--- config.mk ---
export PLATFORM = sky130hd
export DESIGN_NAME = ps2_receiver
export DESIGN_NICKNAME = d
export VERILOG_FILES = /design/src/rtl/ps2_receiver.sv
export SDC_FILE = /design/constraint.sdc
export NUM_CORES = 1
export LEC_CHECK = 0
export CAP_MARGIN = 20
export CORE_UTILIZATION = 60
export DETAILED_ROUTE_END_ITERATION = 7
export HOLD_SLACK_MARGIN = 0.15
export PLACE_DENSITY = 0.84
export RECOVER_POWER = 50
export SYNTH_ARGS = -nofsm -noshare
export SYNTH_HDL_FRONTEND = slang
export SYNTH_SLANG_ARGS = --single-unit
--- constraint.sdc ---
create_clock -name clk -period 3.72 [get_ports clk]
set_clock_uncertainty 0.1 [all_clocks]
set_input_delay 0.744 -clock clk [delete_from_list [all_inputs] [get_ports clk]]
set_output_delay 0.744 -clock clk [all_outputs]
set_load 0.1 [all_outputs]
--- src/rtl/ps2_receiver.sv ---
// rtl/ps2_receiver.sv - PS/2 keyboard receiver with E0/F0 prefix merge and event FIFO (option: PS2_PARITY_CHECK_EN)
module ps2_receiver #(
  parameter int FILTER_LEN = 2,
  parameter int TIMEOUT    = 7100,
  parameter int FIFO_AW    = 3
) (
  input  logic       clk,
  input  logic       reset,
  input  logic       key_clk,
  input  logic       key_data,
  input  logic       rd,
  output logic [9:0] data,
  output logic       valid,
  output logic       frame_err,
  output logic       overflow
);

  localparam int FCW   = $clog2(FILTER_LEN + 1);
  localparam int TW    = $clog2(TIMEOUT + 1);
  localparam int DEPTH = 1 << FIFO_AW;

  typedef enum logic [1:0] {IDLE, SHIFT, CHECK} state_t;

  logic           clk_s1, clk_s2, data_s1, data_s2;
  logic           flt, flt_d;
  logic [FCW-1:0] flt_cnt;
  logic           strobe;

  state_t         state, state_n;
  logic [3:0]     bit_cnt, bit_cnt_n;
  logic [9:0]     shreg, shreg_n;
  logic [TW-1:0]  idle_cnt, idle_n;
  logic           ext, ext_n, brk, brk_n;
  logic           push, err_c, frame_ok;

  logic [9:0]         mem [DEPTH];
  logic [FIFO_AW-1:0] wr_ptr, rd_ptr;
  logic [FIFO_AW:0]   count;
  logic               full, pop, wr_en;

  // Synchronize both pins and debounce the clock; the filtered clock idles high.
  always_ff @(posedge clk) begin
    if (reset) begin
      clk_s1  <= 1'b1;
      clk_s2  <= 1'b1;
      data_s1 <= 1'b1;
      data_s2 <= 1'b1;
      flt     <= 1'b1;
      flt_d   <= 1'b1;
      flt_cnt <= '0;
    end else begin
      clk_s1  <= key_clk;
      clk_s2  <= clk_s1;
      data_s1 <= key_data;
      data_s2 <= data_s1;
      flt_d   <= flt;
      if (clk_s2 != flt) begin
        if (flt_cnt == FCW'(FILTER_LEN - 1)) begin
          flt     <= clk_s2;
          flt_cnt <= '0;
        end else begin
          flt_cnt <= flt_cnt + 1'b1;
        end
      end else begin
        flt_cnt <= '0;
      end
    end
  end

  assign strobe = flt_d & ~flt;

`ifdef PS2_PARITY_CHECK_EN
  assign frame_ok = shreg[9] & (^shreg[8:0]);
`else
  // Parity bit is captured but has no influence on acceptance.
  assign frame_ok = shreg[9] & (shreg[8] | 1'b1);
`endif

  // Receiver state, shift register, idle timer and prefix flags.
  always_ff @(posedge clk) begin
    if (reset) begin
      state     <= IDLE;
      bit_cnt   <= '0;
      shreg     <= '0;
      idle_cnt  <= '0;
      ext       <= 1'b0;
      brk       <= 1'b0;
      frame_err <= 1'b0;
    end else begin
      state     <= state_n;
      bit_cnt   <= bit_cnt_n;
      shreg     <= shreg_n;
      idle_cnt  <= idle_n;
      ext       <= ext_n;
      brk       <= brk_n;
      frame_err <= err_c;
    end
  end

  // Frame reception, validation and E0/F0 prefix merging.
  always_comb begin
    state_n   = state;
    bit_cnt_n = bit_cnt;
    shreg_n   = shreg;
    idle_n    = idle_cnt;
    ext_n     = ext;
    brk_n     = brk;
    push      = 1'b0;
    err_c     = 1'b0;
    case (state)
      IDLE: begin
        idle_n = '0;
        if (strobe && !data_s2) begin
          state_n   = SHIFT;
          bit_cnt_n = '0;
        end
      end
      SHIFT: begin
        if (strobe) begin
          shreg_n = {data_s2, shreg[9:1]};
          idle_n  = '0;
          if (bit_cnt == 4'd9) state_n = CHECK;
          else bit_cnt_n = bit_cnt + 4'd1;
        end else if (idle_cnt == TW'(TIMEOUT)) begin
          state_n = IDLE;
          err_c   = 1'b1;
          ext_n   = 1'b0;
          brk_n   = 1'b0;
        end else begin
          idle_n = idle_cnt + 1'b1;
        end
      end
      CHECK: begin
        state_n = IDLE;
        if (!frame_ok) begin
          err_c = 1'b1;
          ext_n = 1'b0;
          brk_n = 1'b0;
        end else if (shreg[7:0] == 8'hE0) begin
          ext_n = 1'b1;
        end else if (shreg[7:0] == 8'hF0) begin
          brk_n = 1'b1;
        end else begin
          push  = 1'b1;
          ext_n = 1'b0;
          brk_n = 1'b0;
        end
      end
      default: state_n = IDLE;
    endcase
  end

  assign valid = (count != '0);
  assign full  = (count == (FIFO_AW + 1)'(DEPTH));
  assign pop   = rd & valid;
  assign wr_en = push & (~full | pop);
  assign data  = valid ? mem[rd_ptr] : 10'd0;

  // Event storage; a push into a full FIFO survives only if a pop frees a slot.
  always_ff @(posedge clk) begin
    if (wr_en) mem[wr_ptr] <= {ext, brk, shreg[7:0]};
  end

  // FIFO pointers, occupancy and sticky overflow flag.
  always_ff @(posedge clk) begin
    if (reset) begin
      wr_ptr   <= '0;
      rd_ptr   <= '0;
      count    <= '0;
      overflow <= 1'b0;
    end else begin
      if (wr_en) wr_ptr <= wr_ptr + 1'b1;
      if (pop)   rd_ptr <= rd_ptr + 1'b1;
      if (wr_en && !pop)      count <= count + 1'b1;
      else if (!wr_en && pop) count <= count - 1'b1;
      if (push && !wr_en) overflow <= 1'b1;
    end
  end

endmodule

# After elaboration in Yosys (flattened, before gate mapping)
# Memories as Yosys holds them, arrays and structs flattened. A register that Yosys moved wholly into a read port is not among the register bits.
# Cells that the tools add are included.
# totals
regBits,51
latch_bits,0
ram_bits,80
romBits,0
inputBits,5
word_cells,109
n_memories,1
# memory_table
name,words,width,read_ports,rd_clocked_by_memory_dff,wr,line,rtl
mem,8,10,1,1,1,36,logic [9:0] mem [DEPTH];
# op_classes
add_sub_neg,7
mul,0
div_mod_pow,0
n_lt_le_gt_ge,0
n_eq_ne,19
shifts,0
mux,37
n_bitwise,7
reduce_logical,20
# ops
cell,count
$mux W13,2
$pmux W13 S2,1
$mux W4,5
$mux W1,17
$eq A8 B8 Y1 const B,2
$add A13 B1 Y13 const B,1
$eq A13 B13 Y1 const B,1
$ne A3 B3 Y1 const B,4
$reduce_and A4 Y1,3
$mux W10,1
$ne A2 B2 Y1 const B,5
$add A4 B1 Y4 const B,2
$eq A4 B4 Y1 const B,2
$mux W2,4
$pmux W4 S2,1
$add A3 B1 Y3 const B,2
$mux W3,2
$pmux W1 S2,3
$reduce_and A2 Y1,3
$reduce_bool A2 Y1,3
$eq A2 B1 Y1 const B,2
$logic_and A1 B1 Y1,4
$ne A4 B4 Y1 const B,1
$pmux W2 S2,1
12 further kinds,18

# Longest topological paths before layout
# depth
word_depth,10
mapped_depth,12

# Least setup slack after synthesis
# No wires, ideal clock.
# synth_timing
path_kind,register -> output
start,reg (tool-made name)
end,out data[0]
t_arrival_ns,2.217
setup_slack_ns,0.659
stages_incl_launch_ff,5
n_path_buf,1
path_cell_list,dfxtp_1 > clkbuf_1 > mux4_2 > mux2i_1 > nor2_1
# synth_lines
item,line,rtl
to (decl),12,"output logic [9:0] data,"

==> qor.yml <==
layout:
  nNetsFinal: 476
  drive_above_1_share_pct: 18.5
  regArea_um2: 3480
  fin_cells: 578
  syn_to_final_growth_pct: 16.6
  antenna_cells: 0
  multiInputGateArea_um2: 1940
  n_fill_cell: 535
floorplan:
  initial_core_util_pct: 62.8
  num_io_pins: 18
  fp.dieW_um: 98.0
  die_y_um: 98.0
  placementRows: 34
  die_area_um2: 9610
  core_um2: 8810
power:
  power_mw: 4.65
  power.ir.vdd_worst_mv: 0.439
  power_density_nw_per_um2: 720
  leakage_nw: 2.21
timing:
  fin_ws_ns: 0.514
  final.setup.tns_ns: 0
  worstMarginPinSlew_ns: 2.09
  hold-worst-slack_ns: 0.312
  maxSlewViolCount: 50
  rsz0062_at_grt: "false"
  hold_viol: 0
  min_period_ns: 3.21
  period_share_pct: 86.2
  slew_headroom_pct: -39.1
  setup_viol: 0
  fmax_ghz: 0.312
outcome:
  outcome: "finished, violations left"
  violations: "capacitance limit, slew limit"
place:
  place_inst: 546
  hpwl_um: 6740
  gp_congestion: 0.838
  post-place-ws_ns: 0.406
  portBuffers: 17
synth:
  synthArstFlopShare_pct: 0
  synth_edf_count: 80
  synth-main-ff-cell: "edfxtp_1"
  synth_fp_nets: 442
  avgSynthCellArea_um2: 13.1
  synthCells: 423
  synth_cell_types: 53
  ys_seq_elements: 134
  synth_area_um2: 5530
  ys_seq_area_share_pct: 63.0
  ys_warn_count: 0
cts:
  clkTransAtPathRegs_ns: 0.06
  cts_tree: "done"
  cts.sinks: 134
  cts_resized: 0
  cts_setup_buffers: 0
  clk_path_buf_depth: 2
  cts_buffers: 17
  h-tree-depth: 4
  clk_latency_ns: 0.53
  root_buffer: "clkbuf_8"
  cts_hold_buf: 0
routing:
  dr.pass1.iters: 6
  first_iter_violations: 257
  route.detailed.drc: 0
  routed_wl_um: 11100
  vias_per_cell: 6.10
  routedWlPerCell_um: 19.3
  ant_nets: 0
  num_vias: 3528
grt:
  grt_first_pass_wirelength_um: 18100
  antenna_found_initial: 0
  first_global_vias: 3557
  grt_overflow: 0
  grt_usage_pct: 25.4
  grt_max_degree: 50
setup_path:
  worstPathArrival_ns: 2.36
  worst_ep_required_time_ns: 2.88
  cp-start-kind: "register"
  cp_max_fo: 12
  critical_path_class: "register to output pin"
  crit_path_end_kind: "output pin"
worst_hold_path:
  hold_class: "register to register"
run:
  drv_cap: 1
## layout make-up
| cell class | count | area share [%] |
|---|---|---|
| clock buffers | 18 | 6.48 |
| clock inverters | 14 | 2.93 |
| inverters | 14 | 0.814 |
| multi-input cells | 260 | 30.1 |
| flip-flops and latches | 134 | 54.0 |
| well taps | 108 | 2.09 |
| repair buffers | 30 | 3.61 |
## layer usage
layer | vias to the layer above | track usage (%) | routed length (µm)
met5 | - | 0 | 0
met4 | 0 | 9.44 | 189
met3 | 20 | 5.94 | 701
met2 | 121 | 43.3 | 5790
met1 | 1742 | 31.7 | 4460
li1 | 1645 | - | -
## report_power, final
| part | internal (mW) | switching (mW) | total (mW) |
|---|---|---|---|
| clock network | 1.04 | 0.657 | 1.70 |
| registers | 1.59 | 0.0497 | 1.64 |
| logic | 0.373 | 0.932 | 1.31 |
## cells in the final DEF (no fill, tap or decap), drive strengths merged, types with 2 or more instances in the layout
cell type / n
or3: 4
ha: 13
bufinv: 3
mux2i: 12
buf: 22
nor4: 3
xor2: 4
clkinv: 4
nor3b: 3
and4: 2
edfxtp: 80
or3b: 2
clkdlybuf4s50: 5
a21o: 2
xnor2: 5
nor2: 46
nor3: 9
nand3: 9
a311oi: 3
dfxtp: 54
mux4: 20
or2: 8
nand4: 3
inv: 21
a2111oi: 2
a21oi: 26
nand2: 39
clkbuf: 20
nand2b: 6
or4: 2
nand3b: 4
and3b: 2
o21ai: 10
a211oi: 3
and2: 2
o22ai: 2
## worst max-delay path, cell delays in order, from the launching register on
cell and delay [ns]:
dfxtp_1 0.74, buf_4 0.31, mux4_2 0.31, mux2i_1 0.18, nor2_1 0.06, buf_4 0.23
## flip-flops by register name, summed over array words and instances, names as in the netlist, named ones only
name and flops:
data_s2 1, clk_s2 1, overflow 1, brk 1
clk_s1 1, frame_err 1, flt_d 1, data_s1 1
idle_cnt 13, count 4, mem 80, flt 1
flt_cnt 2, state 2, bit_cnt 4, wr_ptr 3
rd_ptr 3, shreg 10, ext 1
## synthesized netlist by cell type (5+ instances only)
cell type | number | area (µm²)
edfxtp_1 | 80 | 2400
dfxtp_1 | 54 | 1080
nor2_1 | 46 | 173
nand2_1 | 39 | 146
a21oi_1 | 26 | 130
mux4_2 | 20 | 450
inv_1 | 14 | 52.6
ha_1 | 13 | 163
mux2i_1 | 12 | 120
clkbuf_1 | 11 | 41.3
o21ai_0 | 10 | 50.1
nand3_1 | 9 | 45.0
nor3_1 | 9 | 45.0
or2_2 | 8 | 50.1
nand2b_1 | 6 | 37.5
xnor2_1 | 5 | 43.8
## logic make-up (layout without fill, tap and decap cells)
family	count (synthesis)	after routing	share of synthesized area, %
muxes	32	32	10.3
adders and majority gates	14	14	3.30
buffers and inverters	29	76	2.04
xor gates and xnor gates	9	9	1.42
and+or+nand+nor	147	147	13.2
DFF	134	134	63.0
AOI/OAI and AO/OA	58	58	6.74
## path summary, 6_finish.rpt
path	startpoint	to	slack, ns	cells after the start
max	register	data[9]	0.51	5
min reg2reg	data_s1	data_s2	0.31	1
max reg2reg	shreg[5]	count[3]	0.63	12
min	data_s1	data_s2	0.31	1
## stage by stage
step	util (%)	cell area, µm²
detailed placement	66.5	5860
finish	73.3	6450
global placement	66.5	5860
global route	73.3	6450
CTS	73.4	6470
floorplan	-	5530
(Power assumes the default switching activity.)
